`src/rtl/speicher_arbiter_pkg.sv`:
```
// Shared types and default widths for the memory-port arbiter.
package speicher_arbiter_pkg;

    localparam int unsigned ADDR_WIDTH_DEFAULT = 32;
    localparam int unsigned DATA_WIDTH_DEFAULT = 32;

    typedef enum logic [2:0] {
        IDLE            = 3'd0,
        BEFEHL          = 3'd1,
        DATEN_LESEN     = 3'd2,
        DATEN_SCHREIBEN = 3'd3,
        FERTIG          = 3'd4
    } zustand_t;

endpackage

```
`src/rtl/speicher_arbiter_if.sv`:
```
// Single memory port: the arbiter drives commands (master), the memory answers (slave).
interface speicher_arbiter_if #(
    parameter int unsigned ADDR_WIDTH = speicher_arbiter_pkg::ADDR_WIDTH_DEFAULT,
    parameter int unsigned DATA_WIDTH = speicher_arbiter_pkg::DATA_WIDTH_DEFAULT
) ();

    logic [ADDR_WIDTH-1:0] MemAdresse;
    logic [DATA_WIDTH-1:0] MemSchreibDaten;
    logic                  MemLesen;
    logic                  MemSchreiben;
    logic                  MemBereit;
    logic [DATA_WIDTH-1:0] MemLeseDaten;

    modport master (
        output MemAdresse, MemSchreibDaten, MemLesen, MemSchreiben,
        input  MemBereit, MemLeseDaten
    );

    modport slave (
        input  MemAdresse, MemSchreibDaten, MemLesen, MemSchreiben,
        output MemBereit, MemLeseDaten
    );

endinterface

```
`src/rtl/speicher_timeout_zaehler.sv`:
```
// Counts busy cycles without acknowledge; flags the cycle in which TIMEOUT is reached.
module speicher_timeout_zaehler #(
    parameter int unsigned TIMEOUT = 255
) (
    input  logic Clock,
    input  logic Reset,
    input  logic loeschen,
    input  logic zaehlen,
    output logic abgelaufen_c
);

    generate
        if (TIMEOUT == 0) begin : g_aus
            assign abgelaufen_c = 1'b0;
        end else begin : g_an
            localparam int unsigned ZW = $clog2(TIMEOUT + 1);

            logic [ZW-1:0] zaehler;

            // Saturates at TIMEOUT so a stuck enable cannot wrap around.
            always_ff @(posedge Clock) begin
                if (Reset || loeschen) begin
                    zaehler <= '0;
                end else if (zaehlen && (zaehler != ZW'(TIMEOUT))) begin
                    zaehler <= zaehler + ZW'(1);
                end
            end

            // Lookahead: this un-acknowledged cycle is the TIMEOUT-th one.
            assign abgelaufen_c = zaehlen && (zaehler == ZW'(TIMEOUT - 1));
        end
    endgenerate

endmodule

```
`src/rtl/speicher_arbiter.sv`:
```
// Shares the single memory port between instruction fetch and data load/store,
// one transaction at a time, with completion pulses and a sticky timeout flag.
module speicher_arbiter
    import speicher_arbiter_pkg::*;
#(
    parameter int unsigned ADDR_WIDTH = ADDR_WIDTH_DEFAULT,
    parameter int unsigned DATA_WIDTH = DATA_WIDTH_DEFAULT,
    parameter int unsigned TIMEOUT    = 255
) (
    input  logic                  Clock,
    input  logic                  Reset,
    input  logic                  LoadBefehlSignal,
    input  logic [ADDR_WIDTH-1:0] BefehlAdresse,
    output logic                  BefehlGeladen,
    output logic [DATA_WIDTH-1:0] Befehl,
    input  logic                  LoadDatenSignal,
    input  logic                  StoreDatenSignal,
    input  logic [ADDR_WIDTH-1:0] DatenAdresse,
    input  logic [DATA_WIDTH-1:0] SchreibDaten,
    output logic                  DatenGeladen,
    output logic                  DatenGespeichert,
    output logic [DATA_WIDTH-1:0] GeladeneDaten,
    output logic                  Belegt,
    output logic                  SpeicherFehler,
    speicher_arbiter_if.master    mem
);

    zustand_t zustand;
    logic     istBusy;
    logic     zeitAbgelaufen;

    assign istBusy = (zustand == BEFEHL) || (zustand == DATEN_LESEN) ||
                     (zustand == DATEN_SCHREIBEN);

    speicher_timeout_zaehler #(
        .TIMEOUT(TIMEOUT)
    ) u_timeout (
        .Clock       (Clock),
        .Reset       (Reset),
        .loeschen    (zustand == IDLE),
        .zaehlen     (istBusy && !mem.MemBereit),
        .abgelaufen_c(zeitAbgelaufen)
    );

    always_ff @(posedge Clock) begin
        if (Reset) begin
            zustand              <= IDLE;
            mem.MemAdresse       <= '0;
            mem.MemSchreibDaten  <= '0;
            mem.MemLesen         <= 1'b0;
            mem.MemSchreiben     <= 1'b0;
            BefehlGeladen        <= 1'b0;
            DatenGeladen         <= 1'b0;
            DatenGespeichert     <= 1'b0;
            Befehl               <= '0;
            GeladeneDaten        <= '0;
            Belegt               <= 1'b0;
            SpeicherFehler       <= 1'b0;
        end else begin
            BefehlGeladen    <= 1'b0;
            DatenGeladen     <= 1'b0;
            DatenGespeichert <= 1'b0;

            case (zustand)
                // Fixed priority: store, then load, then fetch.
                IDLE: begin
                    if (StoreDatenSignal) begin
                        zustand             <= DATEN_SCHREIBEN;
                        mem.MemAdresse      <= DatenAdresse;
                        mem.MemSchreibDaten <= SchreibDaten;
                        mem.MemSchreiben    <= 1'b1;
                        Belegt              <= 1'b1;
                    end else if (LoadDatenSignal) begin
                        zustand        <= DATEN_LESEN;
                        mem.MemAdresse <= DatenAdresse;
                        mem.MemLesen   <= 1'b1;
                        Belegt         <= 1'b1;
                    end else if (LoadBefehlSignal) begin
                        zustand        <= BEFEHL;
                        mem.MemAdresse <= BefehlAdresse;
                        mem.MemLesen   <= 1'b1;
                        Belegt         <= 1'b1;
                    end
                end

                // A timed-out transaction still completes, with zero read data.
                BEFEHL, DATEN_LESEN, DATEN_SCHREIBEN: begin
                    if (mem.MemBereit || zeitAbgelaufen) begin
                        zustand          <= FERTIG;
                        mem.MemLesen     <= 1'b0;
                        mem.MemSchreiben <= 1'b0;
                        if (!mem.MemBereit) begin
                            SpeicherFehler <= 1'b1;
                        end
                        case (zustand)
                            BEFEHL: begin
                                Befehl        <= mem.MemBereit ? mem.MemLeseDaten : '0;
                                BefehlGeladen <= 1'b1;
                            end
                            DATEN_LESEN: begin
                                GeladeneDaten <= mem.MemBereit ? mem.MemLeseDaten : '0;
                                DatenGeladen  <= 1'b1;
                            end
                            default: begin
                                DatenGespeichert <= 1'b1;
                            end
                        endcase
                    end
                end

                // Gap cycle so the requester can drop its level request.
                FERTIG: begin
                    zustand <= IDLE;
                    Belegt  <= 1'b0;
                end

                default: begin
                    zustand <= IDLE;
                    Belegt  <= 1'b0;
                end
            endcase
        end
    end

endmodule

```
`src/flat_wrapper.sv`:
```
// flat-port wrapper written by rule: the top's interface ports become plain ports
module speicher_arbiter_flat import speicher_arbiter_pkg::*;
#(
    parameter int unsigned ADDR_WIDTH = ADDR_WIDTH_DEFAULT,
    parameter int unsigned DATA_WIDTH = DATA_WIDTH_DEFAULT,
    parameter int unsigned TIMEOUT    = 255
)
  (Clock, Reset, LoadBefehlSignal, BefehlAdresse, BefehlGeladen, Befehl, LoadDatenSignal, StoreDatenSignal, DatenAdresse, SchreibDaten, DatenGeladen, DatenGespeichert, GeladeneDaten, Belegt, SpeicherFehler, mem_MemAdresse, mem_MemSchreibDaten, mem_MemLesen, mem_MemSchreiben, mem_MemBereit, mem_MemLeseDaten);
  speicher_arbiter_if #(.ADDR_WIDTH(ADDR_WIDTH), .DATA_WIDTH(DATA_WIDTH)) mem_i ();
  input  logic Clock;
  input  logic Reset;
  input  logic LoadBefehlSignal;
  input  logic [ADDR_WIDTH-1:0] BefehlAdresse;
  output logic BefehlGeladen;
  output logic [DATA_WIDTH-1:0] Befehl;
  input  logic LoadDatenSignal;
  input  logic StoreDatenSignal;
  input  logic [ADDR_WIDTH-1:0] DatenAdresse;
  input  logic [DATA_WIDTH-1:0] SchreibDaten;
  output logic DatenGeladen;
  output logic DatenGespeichert;
  output logic [DATA_WIDTH-1:0] GeladeneDaten;
  output logic Belegt;
  output logic SpeicherFehler;
  output wire logic [$bits(mem_i.MemAdresse)-1:0] mem_MemAdresse;
  output wire logic [$bits(mem_i.MemSchreibDaten)-1:0] mem_MemSchreibDaten;
  output wire logic [$bits(mem_i.MemLesen)-1:0] mem_MemLesen;
  output wire logic [$bits(mem_i.MemSchreiben)-1:0] mem_MemSchreiben;
  input wire logic [$bits(mem_i.MemBereit)-1:0] mem_MemBereit;
  input wire logic [$bits(mem_i.MemLeseDaten)-1:0] mem_MemLeseDaten;
  assign mem_MemAdresse = mem_i.MemAdresse;
  assign mem_MemSchreibDaten = mem_i.MemSchreibDaten;
  assign mem_MemLesen = mem_i.MemLesen;
  assign mem_MemSchreiben = mem_i.MemSchreiben;
  assign mem_i.MemBereit = mem_MemBereit;
  assign mem_i.MemLeseDaten = mem_MemLeseDaten;
  speicher_arbiter #(.ADDR_WIDTH(ADDR_WIDTH), .DATA_WIDTH(DATA_WIDTH), .TIMEOUT(TIMEOUT)) u_core (.Clock(Clock), .Reset(Reset), .LoadBefehlSignal(LoadBefehlSignal), .BefehlAdresse(BefehlAdresse), .BefehlGeladen(BefehlGeladen), .Befehl(Befehl), .LoadDatenSignal(LoadDatenSignal), .StoreDatenSignal(StoreDatenSignal), .DatenAdresse(DatenAdresse), .SchreibDaten(SchreibDaten), .DatenGeladen(DatenGeladen), .DatenGespeichert(DatenGespeichert), .GeladeneDaten(GeladeneDaten), .Belegt(Belegt), .SpeicherFehler(SpeicherFehler), .mem(mem_i));
endmodule
```
`config.mk`:
```
export PLATFORM = sky130hd
export DESIGN_NAME = speicher_arbiter_flat
export DESIGN_NICKNAME = d
export VERILOG_FILES = /design/src/rtl/speicher_arbiter_pkg.sv /design/src/rtl/speicher_arbiter_if.sv /design/src/rtl/speicher_timeout_zaehler.sv /design/src/rtl/speicher_arbiter.sv /design/src/flat_wrapper.sv
export SDC_FILE = /design/constraint.sdc
export NUM_CORES = 1
export LEC_CHECK = 0
export CAP_MARGIN = 20
export CORE_MARGIN = 10
export CORE_UTILIZATION = 45
export DETAILED_ROUTE_END_ITERATION = 10
export PLACE_DENSITY = 0.95
export SYNTH_ARGS = -nofsm -noshare
export SYNTH_HDL_FRONTEND = slang
export SYNTH_HIERARCHICAL = 1
export SYNTH_SLANG_ARGS = --single-unit
```
`constraint.sdc`:
```
create_clock -name Clock -period 4.97 [get_ports Clock]
set_input_delay 0.994 -clock Clock [delete_from_list [all_inputs] [get_ports Clock]]
set_output_delay 0.994 -clock Clock [all_outputs]
set_load 0.01 [all_outputs]
```
Word level (Yosys, flattened, before mapping)
Index checks and enable logic that the tools add are counted.

Register bits after elaboration: 146. RAM bits: 0. Word-level logic and storage cells: 71. Bits in read-only memories: 0. Bits in latches: 0. Memories kept: 0. Input bits: 134.

Order comparisons: 0. Shift-type cells: 0. Multiplexer cells: 21. Equality and inequality tests: 10. Multipliers: 0. Divide/modulo/power cells: 0. Add/subtract/negate cells: 1. Bitwise logic cells: 3. Reductions and logical operators: 23.

Operators by type and width (number): 2-to-1 mux 32 bit (4); 2-to-1 mux 3 bit (4); AND reduction 3 bit (4); 2-to-1 mux 1 bit (9); adder 8 x 1 -> 8 bit (second input constant) (1); == test 8 bit (second input constant) (1); inequality test 8 bit (second input constant) (1); AND reduction 2 bit (4); == test 3 x 2 -> 1 bit (second input constant) (2); case mux 1 bit (2 select lines) (3); case mux 3 bit (2 select lines) (1); OR reduction 3 bit (2); logical OR 1 bit (4); inequality test 2 bit (second input constant) (2); inequality test 4 bit (second input constant) (1); AND reduction 4 bit (1); == test 3 x 1 -> 1 bit (second input constant) (1); logical AND 1 bit (3); logical NOT 3 bit (1); inequality test 3 bit (second input constant) (1); inverter 1 bit (3); nonzero test 3 bit (1); inequality test 2 x 1 -> 1 bit (second input constant) (1); nonzero test 2 bit (1); other kinds (2) (2).

Longest topological paths before layout
Gate-level depths: netlist (run 1).

Word-level depth: 8. Gate-level depth with buffers: 9. Mapped depth without buffers: 7.

Modules after synthesis
The synthesis (run 1) kept the hierarchy.

By module, submodules not included: speicher_arbiter (area each 5589.1 um^2, seq. area each 2762.6 um^2, instances 1, cells an instance 663); speicher_timeout_zaehler (area each 459.2 um^2, seq. area each 160.2 um^2, instances 1, cells an instance 51).

Worst setup path after synthesis (run 1)
No wires, ideal clock.

Path kind: input port to flip-flop. Start point: input mem_MemBereit. End point: register u_core.SpeicherFehler. Setup slack: 2006 ps. Stages: 7. Arrival time: 2893 ps. Library setup time: 70 ps. Required time: 4900 ps. Path through: clkbuf_1 > clkbuf_1 > nor3_1 > nand2_1 > nor3_1 > or4b_2 > a21oi_1.

Word-level cells in the longest chain between the ends: 5. Elaborated cells between the ends (all ways): 6. Classes of those cells: bitwise (1); reduce/logical (5).

Ends and longest elaborated chain: start, declared (line flat_wrapper.sv:29) `input wire logic [$bits(mem_i.MemBereit)-1:0] mem_MemBereit;`; logical NOT 1 bit (line speicher_arbiter.sv:41) `.zaehlen (istBusy && !mem.MemBereit),`; logical AND 1 bit (line speicher_arbiter.sv:41); logical AND 1 bit (line speicher_timeout_zaehler.sv:30) `assign abgelaufen_c = zaehlen && (zaehler == ZW'(TIMEOUT - 1));`; via u_core.zeitAbgelaufen (line speicher_arbiter.sv:30) `logic zeitAbgelaufen;`; logical OR 1 bit (line speicher_arbiter.sv:88) `if (mem.MemBereit || zeitAbgelaufen) begin`; AND reduction 3 bit (no source line); end signal, assigned (line speicher_arbiter.sv:58) `SpeicherFehler <= 1'b0;`; end signal, assigned (line speicher_arbiter.sv:93) `SpeicherFehler <= 1'b1;`; end, declared (line speicher_arbiter.sv:24) `output logic SpeicherFehler,`.

The timed path passes the listed nets, and every way through them passes these cells. A chain may end at the register's enable or synchronous reset.

Worst setup path after layout (run 1)
Start point: input LoadDatenSignal. End point: register u_core.mem.MemAdresse[7].

Word-level cells in the longest chain between the ends: 2. Elaborated cells between the ends (all ways): 4. Classes of those cells: mux (2); reduce/logical (2).

Ends and longest elaborated chain: start, declared (line flat_wrapper.sv:16) `input logic LoadDatenSignal;`; nonzero test 3 bit (no source line) / 2-to-1 mux 32 bit (equally long branches); AND reduction 2 bit (no source line) / 2-to-1 mux 32 bit (equally long branches); end signal, assigned (line speicher_arbiter.sv:69) `mem.MemAdresse <= DatenAdresse;`; end signal, assigned (line speicher_arbiter.sv:75) `mem.MemAdresse <= DatenAdresse;`; end signal, assigned (line speicher_arbiter.sv:80) `mem.MemAdresse <= BefehlAdresse;`; end, declared (line speicher_arbiter_if.sv:15) `output MemAdresse, MemSchreibDaten, MemLesen, MemSchreiben,`.

Several ways; a longest one is shown, not always the timed one.

==> results of run 1 <==
## per-stage QoR
step | worst slack [ns] | cells
finish | 1.791 | 1130
global route | 1.628 | 1130
CTS | 1.831 | 1130
detailed placement | 1.385 | 1098
global placement | 1.410 | 1098
floorplan | 2.006 | 714
## layout make-up
class | count | area, um2
inverters | 5 | 18.77
clock inverters | 14 | 226.5
fillers | 948 | 3781
multi-input cells | 490 | 2819
clock buffers | 18 | 429.2
repair buffers | 281 | 2773
flip-flops and latches | 146 | 2923
well taps | 176 | 220.2
## cell usage in the layout (no fill, tap or decap), drive strengths merged, types with 2 or more instances in the layout
master / instances
a311oi: 32
clkinv: 3
or3: 3
and4: 2
dfxtp: 146
nor3: 9
or4b: 2
ha: 2
a211oi: 6
nand2: 105
nor4: 3
nand4: 2
nand3: 68
nor3b: 2
mux2i: 3
or3b: 2
nor2: 5
o21ai: 100
clkdlybuf4s50: 266
bufinv: 5
clkbuf: 18
buf: 15
inv: 10
a31oi: 2
a21oi: 134
## how the worst max path moves through the flow
stage / end / cells after the start / from
floorplan: u_core/SpeicherFehler$_SDFFE_PP0P_ / 7 / mem_MemBereit
global placement: u_core/mem.MemAdresse[7]$_SDFFE_PP0P_ / 7 / LoadDatenSignal
detailed placement: u_core/mem.MemAdresse[7]$_SDFFE_PP0P_ / 7 / LoadDatenSignal
CTS: u_core/mem.MemAdresse[7]$_SDFFE_PP0P_ / 7 / LoadDatenSignal
global route: u_core/GeladeneDaten[7]$_SDFFE_PP0P_ / 8 / u_core/zustand[0]$_SDFFE_PP0P_
finish: u_core/mem.MemAdresse[7]$_SDFFE_PP0P_ / 7 / LoadDatenSignal
## cell usage after synthesis
cell	instances
buf_6	5
inv_1	5
o31a_1	1
nand3_1	66
o21ba_2	1
dfxtp_1	146
ha_1	2
nor3b_2	1
or3b_2	2
a21oi_1	134
nor3_2	1
nand2_1	105
nor4b_2	1
a31oi_1	2
clkbuf_1	58
o21ai_0	99
o31ai_1	1
a211oi_1	6
mux2i_1	3
a311oi_1	2
o21ai_1	1
or4b_2	2
or3_1	3
or2_2	1
nor3b_1	1
a2111oi_4	1
a311oi_2	30
and4_4	2
nor2b_1	1
buf_2	10
nor3_1	8
nand3_2	2
and2_1	1
nand4_1	2
nor2_1	5
nor4_1	3
## cell families after synthesis
logic type / after synthesis
AND/OR/NAND/NOR: 207
multiplexers: 3
AO/OA/AOI/OAI: 278
flip-flops: 146
buffers and inverters: 78
adder cells (fa/ha/maj): 2
## power breakdown
group          internal (W)  switching, W  leakage (nW)  total, W
clock network      0.000902      0.000524         0.318   0.00143
registers           0.00127     0.0000619          1.19   0.00133
logic              0.000368      0.000383          1.64  0.000750
total               0.00254      0.000969          3.16   0.00351
## state kept, by name, indices dropped and copies added (netlist names)
register	count
u_core/mem.MemLesen	1
u_core/mem.MemSchreibDaten	32
u_core/mem.MemAdresse	32
u_core/BefehlGeladen	1
u_core/mem.MemSchreiben	1
u_core/Belegt	1
u_core/u_timeout/g_an.zaehler	8
u_core/DatenGespeichert	1
u_core/Befehl	32
u_core/GeladeneDaten	32
u_core/DatenGeladen	1
u_core/SpeicherFehler	1
u_core/zustand	3
## layer usage
| layer | GRT usage [%] | routed length [um] | vias up |
|---|---|---|---|
| li1 | - | - | 3018 |
| met1 | 24.57 | 8325 | 3041 |
| met2 | 39.07 | 10920 | 309 |
| met3 | 7.565 | 2040 | 52 |
| met4 | 10.47 | 862 | 0 |
| met5 | 0 | 0 | - |
## worst max-delay path, delay by kind of cell
kind	cells	cell delay [ns]
buffers and inverters	4	1.51
AND/OR/NAND/NOR	2	0.77
AO/OA/AOI/OAI	1	0.16
==> metrics.txt, run 1 <==
Routed Antenna Nets 0; Post-Syn Instances 714; DR DRC count 0; Hold Fails Final Rpt 0; worst hold slack 0.4528 ns; Synth Register Bits 146; worst r2r src u_core/zustand[0]$_SDFFE_PP0P_; Top cell by count, worst path buf_4; fmax 0.3146 GHz; vias per inst 5.681; 1st-iter DRT viols 564; Max Buffers Root-to-Sink 2; unrepaired setup endpoints after global routing false; final setup vio count 0; Final Max Tran Viols 0; synth top area cells dfxtp_1, a21oi_1, o21ai_0; largest net degree at the start of global routing 76; Post-Syn Area just over 6000 um2; global route overflow 0; XOR/XNOR Fraction of Synth Area 0%; Adder-Cell Fraction of Synth Area 0.4137%; post-synthesis mux area share 0.4965%; R2R depth 8; Startpoint Class input port; # IOs 269; Hold Path Stages 2; CP max FO 37; Slew @ Worst Pin approximately 0.8 ns; Design Area, Final 9409 um2; Cell variety after synth 36; Arrival @ worst endpoint 3.46 ns; layout cells sized above 1 9.748%; TritonCTS clock tree done; CTS Hold Buffers Added 0; post-synthesis sequential area ratio 48.32%; flop2flop setup slack 1.86 ns; diode count 0; Clock transition at path regs 0.06 ns; Hold Crit Class reg2reg; Root Driver clkbuf_16; CP Capture Type flop; first-pass GRT wire length 33,510 um; critical path cell sequence clkdlybuf4s50_1 > buf_4 > or3_1 > buf_4 > and2_1 > buf_4 > a311oi_2; Die ar. approximately 18,000 um2; via count 6,420; Avg Inst Size Synth 8.471 um2; main combinational cell family by area after synthesis compound AO/OA/AOI/OAI gates; area growth from synthesis to layout 55.56%; Setup Fix Bufs, Post-CTS 0; final setup TNS 0 ns; gr usage total 22.64%; CTS H-tree lvls 4; Ys Warns 6; Peak VDD IR 243.0 uV; HP Start u_core/mem.MemSchreibDaten[14]$_SDFFE_PP0P_; Yosys top cell by area dfxtp_1; vias in the first global route ~6,300; clk sink count approximately 150; cts bufs inserted 17; Cell Area, Placed roughly 8800 um2; Worst Setup Path Type in2reg; hold path endpoint u_core/mem.MemSchreibDaten[14]$_SDFFE_PP0P_; overall power 0.003506 W; Tcrit/Tclk final between 60% and 70%; # port buffers 268; row count 42; DIE WIDTH 135.9 um; final net count 1,077; worst-skew pair later-pin latency 0.42 ns; syn_nets 850; CTS resizes 0; fin util 71.33%; drt first pass iters 5; post-synthesis compound-gate area fraction just under 30%; max cap viols 0; Worst EP required 5.25 ns; clk_skew 0.005029 ns; gpl congestion 0.8687; core box area 13,190 um2; Static Leak 3.155 nW; run status finished clean; PwrDens 372.7 nW/um2; WL/cell 19.60 um; Post-DP HPWL 15,060 um; min Tclk post-route 3.179 ns; Crit Reg-Reg Endpoint u_core/GeladeneDaten[7]$_SDFFE_PP0P_; initial antenna violation count 0; Initial Utilization 45.85%; Synth top area share 48.32%; crit path max-delay cell type and2_1; simple-gate share of the synthesized area 16.16%; Routed Wire Length approximately 22,000 um; chip height 135.9 um; Slew HR 46.92%; Worst path max stage delay 0.60 ns
No activity file was read; power rests on OpenSTA's default activity.
==> run 2: changes to the inputs <==
--- a/config.mk
+++ b/config.mk
@@ -7,9 +7,9 @@
 export LEC_CHECK = 0
 export CAP_MARGIN = 20
 export CORE_MARGIN = 10
-export CORE_UTILIZATION = 45
+export CORE_UTILIZATION = 38
 export DETAILED_ROUTE_END_ITERATION = 10
-export PLACE_DENSITY = 0.95
+export PLACE_DENSITY = 0.88
 export SYNTH_ARGS = -nofsm -noshare
 export SYNTH_HDL_FRONTEND = slang
 export SYNTH_HIERARCHICAL = 1
==> constraint.sdc (replaced) <==
create_clock -name Clock -period 2.82 [get_ports Clock]
set_input_delay 0.564 -clock Clock [delete_from_list [all_inputs] [get_ports Clock]]
set_output_delay 0.564 -clock Clock [all_outputs]
set_load 0.01 [all_outputs]
==> metrics.txt, run 2 (same netlist as run 1, synthesis figures left out) <==
area growth from synthesis to layout 56.83% (was 55.56%); Max Buffers Root-to-Sink 2 (unchanged); via count 6,238 (was 6,420); CTS H-tree lvls 4 (unchanged); placed cells 1,145 (was 1,098); initial antenna violation count 1 (was 0); Reg power frac 39.0% (was 37.9%); fin util 60.15% (was 71.33%); clk sink count 146 (unchanged); min Tclk post-route around 2.1 ns; unrepaired setup endpoints after global routing false (unchanged); Arrival @ worst endpoint 2.35 ns (was 3.46 ns); CP max FO 32 (was 37); chip height 146.2 um (was 135.9 um); DRT met1 WL 8082 um (was 8325 um); CTS resizes 0 (unchanged); worst-skew pair later-pin latency 0.42 ns (about the same); Worst path max stage delay 0.74 ns (was 0.60 ns); Final Max Tran Viols 0 (unchanged); Worst EP required 3.06 ns (was 5.25 ns); Peak VDD IR 392.3 uV (was 243.0 uV); layout cells sized above 1 10.51% (was 9.748%); most frequent cells in the layout clkdlybuf4s50_1, dfxtp_1, a21oi_1 (unchanged); Slew HR 38.63% (was 46.92%); worst r2r src u_core/zustand[2]$_SDFFE_PP0P_ (was u_core/zustand[0]$_SDFFE_PP0P_); hold path endpoint u_core/SpeicherFehler$_SDFFE_PP0P_ (was u_core/mem.MemSchreibDaten[14]$_SDFFE_PP0P_); TritonCTS clock tree done (unchanged); Hold Fails Final Rpt 0 (unchanged); Psw 0.001679 W (was 0.0009689 W); clk_skew 0.008977 ns (was 0.005029 ns); # IOs 269 (unchanged); # port buffers 268 (unchanged); Clock transition at path regs 0.06 ns (about the same); run status finished clean (unchanged); CP Capture Type flop (unchanged); fmax 0.4724 GHz; critical path cell sequence clkdlybuf4s50_1 > or3_1 > and2_2 > a311oi_2 (was clkdlybuf4s50_1 > buf_4 > or3_1 > buf_4 > and2_1 > buf_4 > a311oi_2); final net count 1,084 (was 1,077); max cap viols 0 (unchanged); Worst Setup Path Type in2reg (unchanged); core box area 15,770 um2 (was 13,190 um2); Fillers 1,386 (was 948); HP Start u_core/SpeicherFehler$_SDFFE_PP0P_ (was u_core/mem.MemSchreibDaten[14]$_SDFFE_PP0P_); drt first pass iters 5 (unchanged); PwrDens 627.2 nW/um2 (was 372.7 nW/um2); Root Driver clkbuf_16 (unchanged); metal2 WL 10,580 um (was 10,920 um); Combinational Power Share 22.7% (was 21.4%); CTS Hold Buffers Added 0 (unchanged); commonest non-fill, non-tap cell in the layout clkdlybuf4s50_1 (unchanged); global route overflow 0 (unchanged); largest net degree at the start of global routing 67 (was 76); row count 46 (was 42); DR top layer met5 (was met4); Routed Antenna Nets 0 (unchanged); first-pass GRT wire length 33,730 um (was 33,510 um); Static Leak 3.169 nW (was 3.155 nW); 1st-iter DRT viols 433 (was 564); diode count 0 (unchanged); Startpoint Class input port (unchanged); gr usage total 19.22% (was 22.64%); internal power 0.004270 W (was 0.002538 W); DR DRC count 0 (unchanged); Tcrit/Tclk final 75.07%; Slew @ Worst Pin 0.9205 ns (was 0.7962 ns); Post-DP HPWL 15,070 um (was 15,060 um); gpl congestion 0.7974 (was 0.8687); Routed Wire Length 21,170 um (was 22,150 um); WL/cell 17.98 um (was 19.60 um); Crit Reg-Reg Endpoint u_core/SpeicherFehler$_SDFFE_PP0P_ (was u_core/GeladeneDaten[7]$_SDFFE_PP0P_); R2R depth 5 (was 8); Hold Path Stages 2 (unchanged); cts bufs inserted 17 (unchanged); vias per inst 5.300 (was 5.681); Initial Utilization 38.35% (was 45.85%); final setup TNS 0 ns (unchanged); met3 wire length 2016 um (was 2040 um); Setup Fix Bufs, Post-CTS 0 (unchanged); sw frac 28.22% (was 27.63%); Hold Crit Class reg2reg (unchanged); crit path from StoreDatenSignal (was LoadDatenSignal); crit path max-delay cell type and2_2 (was and2_1); DIE WIDTH 146.2 um (was 135.9 um); Clk network pwr share 38.3% (was 40.7%); final setup vio count 0 (unchanged); vias in the first global route 6,173 (was 6,297); Die ar. 21,360 um2 (was 18,480 um2); non-filler cells, final 1,177 (was 1,130); flop2flop setup slack 0.77 ns (was 1.86 ns)
-- run 2: changes by cell type in the layout (fill, tap and decap cells not counted), sizes merged --
cell	previous run	this run
clkinv	3	2
clkinvlp	1	3
bufinv	5	2
buf	15	22
clkbuf	18	20
-- run 2: critical path: cells and delay by family --
kind	cells	cell delay [ns]
compound gates	1	0.24
simple gates	2	0.91
buf+inv	1	0.62
-- run 2: per-stage QoR --
stage	instance area [um2]	hold WS [ns]	total power, W	setup slack, ns
2_1_floorplan	6048	0.4695	0.003026	0.2861
3_3_place_gp	8882	0.4337	0.003692	0.3620
3_5_place_dp	8882	0.4457	0.003718	0.2987
4_1_cts	9485	0.4539	0.006021	0.7497
5_1_grt	9485	0.4708	0.006220	0.5983
6_report	9485	0.4519	0.005949	0.7029
-- run 2: worst max path at each step --
stage	depth (start not counted)	to	slack (ns)
after detailed placement	4	u_core/mem.MemAdresse[18]$_SDFFE_PP0P_	0.30
final	4	u_core/mem.MemAdresse[18]$_SDFFE_PP0P_	0.70
after global placement	4	u_core/mem.MemAdresse[7]$_SDFFE_PP0P_	0.36
after global routing	7	u_core/GeladeneDaten[17]$_SDFFE_PP0P_	0.60
after CTS	4	u_core/mem.MemAdresse[18]$_SDFFE_PP0P_	0.75
after floorplan	7	u_core/SpeicherFehler$_SDFFE_PP0P_	0.29
-- run 2: metal layers --
metal,track usage [%],up-vias
met3,8.066,30
met2,32.62,264
li1,-,3026
met1,21.09,2916
met5,0,-
met4,6.857,2
-- run 2: power by group through the flow --
stage	clock (W)	combinational [W]	sequential, W
after CTS	0.00234	0.00136	0.00232
after detailed placement	0	0.00135	0.00237
after global routing	0.00242	0.00146	0.00234
after global placement	0	0.00133	0.00236
final	0.00228	0.00135	0.00232
after floorplan	0	0.000590	0.00244
-- run 2: layout make-up --
class / count / area [um2] / area share (%)
flip-flops and latches: 146 / 2923 / 30.81
repair buffers: 288 / 2850 / 30.05
multi-input cells: 490 / 2820 / 29.73
clock buffers: 20 / 456.7 / 4.815
well taps: 216 / 270.3 / 2.849
clock inverters: 12 / 146.4 / 1.543
inverters: 5 / 18.77 / 0.1979
==> run 3: changes to the inputs <==
==> constraint.sdc (replaced) <==
create_clock -name Clock -period 1.79 [get_ports Clock]
set_input_delay 0.358 -clock Clock [delete_from_list [all_inputs] [get_ports Clock]]
set_output_delay 0.358 -clock Clock [all_outputs]
set_load 0.01 [all_outputs]
==> metrics.txt, run 3 (same netlist as run 1, synthesis figures left out) <==
vias in the first global route 6,396 (was 6,173); TritonCTS clock tree done (unchanged); Static Leak 3.321 nW (was 3.169 nW); Max Buffers Root-to-Sink 2 (unchanged); crit path max-delay cell type clkdlybuf4s50_1 (was and2_2); Peak VDD IR 666.7 uV (was 392.3 uV); # IOs 269 (unchanged); Die ar. 21,360 um2 (unchanged); CP max FO 2 (was 32); Startpoint Class flop (was input port); 1st-iter DRT viols 467 (was 433); most frequent cells in the layout clkdlybuf4s50_1, dfxtp_1, a21oi_1 (unchanged); Slew @ Worst Pin 0.6309 ns (was 0.9205 ns); Hold Crit Class in2reg (was reg2reg); sw frac 28.25% (was 28.22%); Routed Wire Length 21,980 um (was 21,170 um); final net count 1,103 (was 1,084); Design Area, Final 9757 um2 (was 9485 um2); fin util 61.87% (was 60.15%); Worst Path Buf+Inv 1 (unchanged); R2R depth 5 (unchanged); clk sink count 146 (unchanged); Reg power frac 38.8% (was 39.0%); PwrDens 968.4 nW/um2 (was 627.2 nW/um2); Combinational Power Share 24.2% (was 22.7%); Clock transition at path regs 0.06 ns (about the same); CP Capture Type primary output (was flop); area growth from synthesis to layout 61.32% (was 56.83%); gpl congestion 0.8322 (was 0.7974); Clk network pwr share 37.0% (was 38.3%); commonest non-fill, non-tap cell in the layout clkdlybuf4s50_1 (unchanged); CTS H-tree lvls 4 (unchanged); min Tclk post-route 1.722 ns; core box area 15,770 um2 (unchanged); Arrival @ worst endpoint 1.36 ns (was 2.35 ns); CTS Hold Buffers Added 0 (unchanged); run status finished clean (unchanged); row count 46 (unchanged); first-pass GRT wire length 34,490 um (was 33,730 um); # port buffers 268 (unchanged); max cap viols 0 (unchanged); placed cells 1,164 (was 1,145); Tcrit/Tclk final a little over nine tenths; Worst Setup Path Type reg2out (was in2reg); global route overflow 0 (unchanged); critical path cell sequence clkdlybuf4s50_1 (was clkdlybuf4s50_1 > or3_1 > and2_2 > a311oi_2); largest net degree at the start of global routing 67 (unchanged); chip height 146.2 um (unchanged); Place WS -0.2479 ns (was 0.2987 ns); Final Max Tran Viols 0 (unchanged); Top Family by Delay on Critical Path buffers and inverters (was simple AND/OR/NAND/NOR gates); Fillers 1,355 (was 1,386); via count 6,386 (was 6,238); final setup vio count 0 (unchanged); Hold Path Stages 3 (was 2); Worst path max stage delay 0.57 ns (was 0.74 ns); Psw 0.002669 W (was 0.001679 W); Crit Reg-Reg Endpoint u_core/GeladeneDaten[31]$_SDFFE_PP0P_ (was u_core/SpeicherFehler$_SDFFE_PP0P_); Routed Antenna Nets 0 (unchanged); HP Start mem_MemBereit (was u_core/SpeicherFehler$_SDFFE_PP0P_); Root Driver clkbuf_16 (unchanged); drt first pass iters 5 (unchanged); diode count 0 (unchanged); worst r2r src u_core/zustand[1]$_SDFFE_PP0P_ (was u_core/zustand[2]$_SDFFE_PP0P_); Post-DP HPWL 15,830 um (was 15,070 um); vias per inst 5.344 (was 5.300); hold path endpoint u_core/SpeicherFehler$_SDFFE_PP0P_ (unchanged); clk_skew 0.01006 ns (was 0.008977 ns); Initial Utilization 38.35% (unchanged); cts bufs inserted 17 (unchanged); unrepaired setup endpoints after global routing false (unchanged); Cell Area, Placed 9173 um2 (was 8882 um2); WL/cell 18.39 um (was 17.98 um); DIE WIDTH 146.2 um (unchanged); final setup margin 0.06787 ns (was 0.7029 ns); fmax a little under 0.6 GHz; Hold Fails Final Rpt 0 (unchanged); layout cells sized above 1 12.67% (was 10.51%); initial antenna violation count 0 (was 1); flop2flop setup slack 0.13 ns (was 0.77 ns); gr usage total 19.55% (was 19.22%); worst-skew pair later-pin latency 0.42 ns (about the same); Slew HR 57.94% (was 38.63%); non-filler cells, final 1,195 (was 1,177); DR DRC count 0 (unchanged); internal power 0.006779 W (was 0.004270 W); Worst EP required 1.43 ns (was 3.06 ns)
-- run 3: cell types whose count changed in the layout (fill, tap and decap cells not counted), moves of 2 or more --
cell | previous run | this run
nor3_4 | 1 | 3
nor3_1 | 8 | 6
buf_12 | 2 | 12
inv_6 | 4 | 1
clkinv_2 | 0 | 4
buf_4 | 19 | 28
-- run 3: cell type report --
cell class	count	area [um2]	area share, %
flip-flops and latches	146	2924	29.97
multi-input cells	490	2849	29.20
clock buffers	18	439.2	4.501
inverters	5	18.77	0.1924
clock inverters	13	137.6	1.411
repair buffers	307	3118	31.96
well taps	216	270.3	2.770
-- run 3: per-layer routing --
metal	vias to the layer above	global-route usage, %	wire, um
li1	3064	-	-
met5	-	0	0
met4	0	9.159	746
met1	3014	21.47	8563
met2	259	32.44	10670
met3	49	7.818	2006
-- run 3: per-stage QoR --
stage	setup TNS, ns	hold WS [ns]	power (W)
6_report	0	0.3510	0.009448
5_1_grt	0	0.3645	0.009864
4_1_cts	0	0.3443	0.009532
3_5_place_dp	-11.08	0.4473	0.006032
3_3_place_gp	-8.939	0.4416	0.005976
2_1_floorplan	0	0.4740	0.004780
-- run 3: power groups by stage --
stage	Sequential (W)	Clock [W]	Combinational [W]
3_3_place_gp	0.00372	0	0.00225
3_5_place_dp	0.00374	0	0.00230
6_report	0.00367	0.00349	0.00228
4_1_cts	0.00367	0.00356	0.00230
5_1_grt	0.00370	0.00371	0.00246
2_1_floorplan	0.00384	0	0.000942
-- run 3: timing repair --
item | CTS | global route
setup buffers | 0 | 0
resized for setup | 0 | 3
setup endpoints to repair | 0 | 4
-- run 3: how the worst max path moves through the flow --
| stage | start | endpoint | slack [ns] | depth (start not counted) |
|---|---|---|---|---|
| after floorplan | mem_MemBereit | u_core/SpeicherFehler$_SDFFE_PP0P_ | 0.03 | 7 |
| after global placement | StoreDatenSignal | u_core/mem.MemSchreibDaten[21]$_SDFFE_PP0P_ | -0.20 | 5 |
| after detailed placement | StoreDatenSignal | u_core/mem.MemSchreibDaten[29]$_SDFFE_PP0P_ | -0.25 | 5 |
| after CTS | u_core/mem.MemSchreibDaten[24]$_SDFFE_PP0P_ | mem_MemSchreibDaten[24] | 0.05 | 1 |
| after global routing | u_core/u_timeout/g_an.zaehler[6]$_SDFFE_PP0P_ | u_core/GeladeneDaten[0]$_SDFFE_PP0P_ | 0.02 | 6 |
| final | u_core/mem.MemSchreibDaten[24]$_SDFFE_PP0P_ | mem_MemSchreibDaten[24] | 0.07 | 1 |
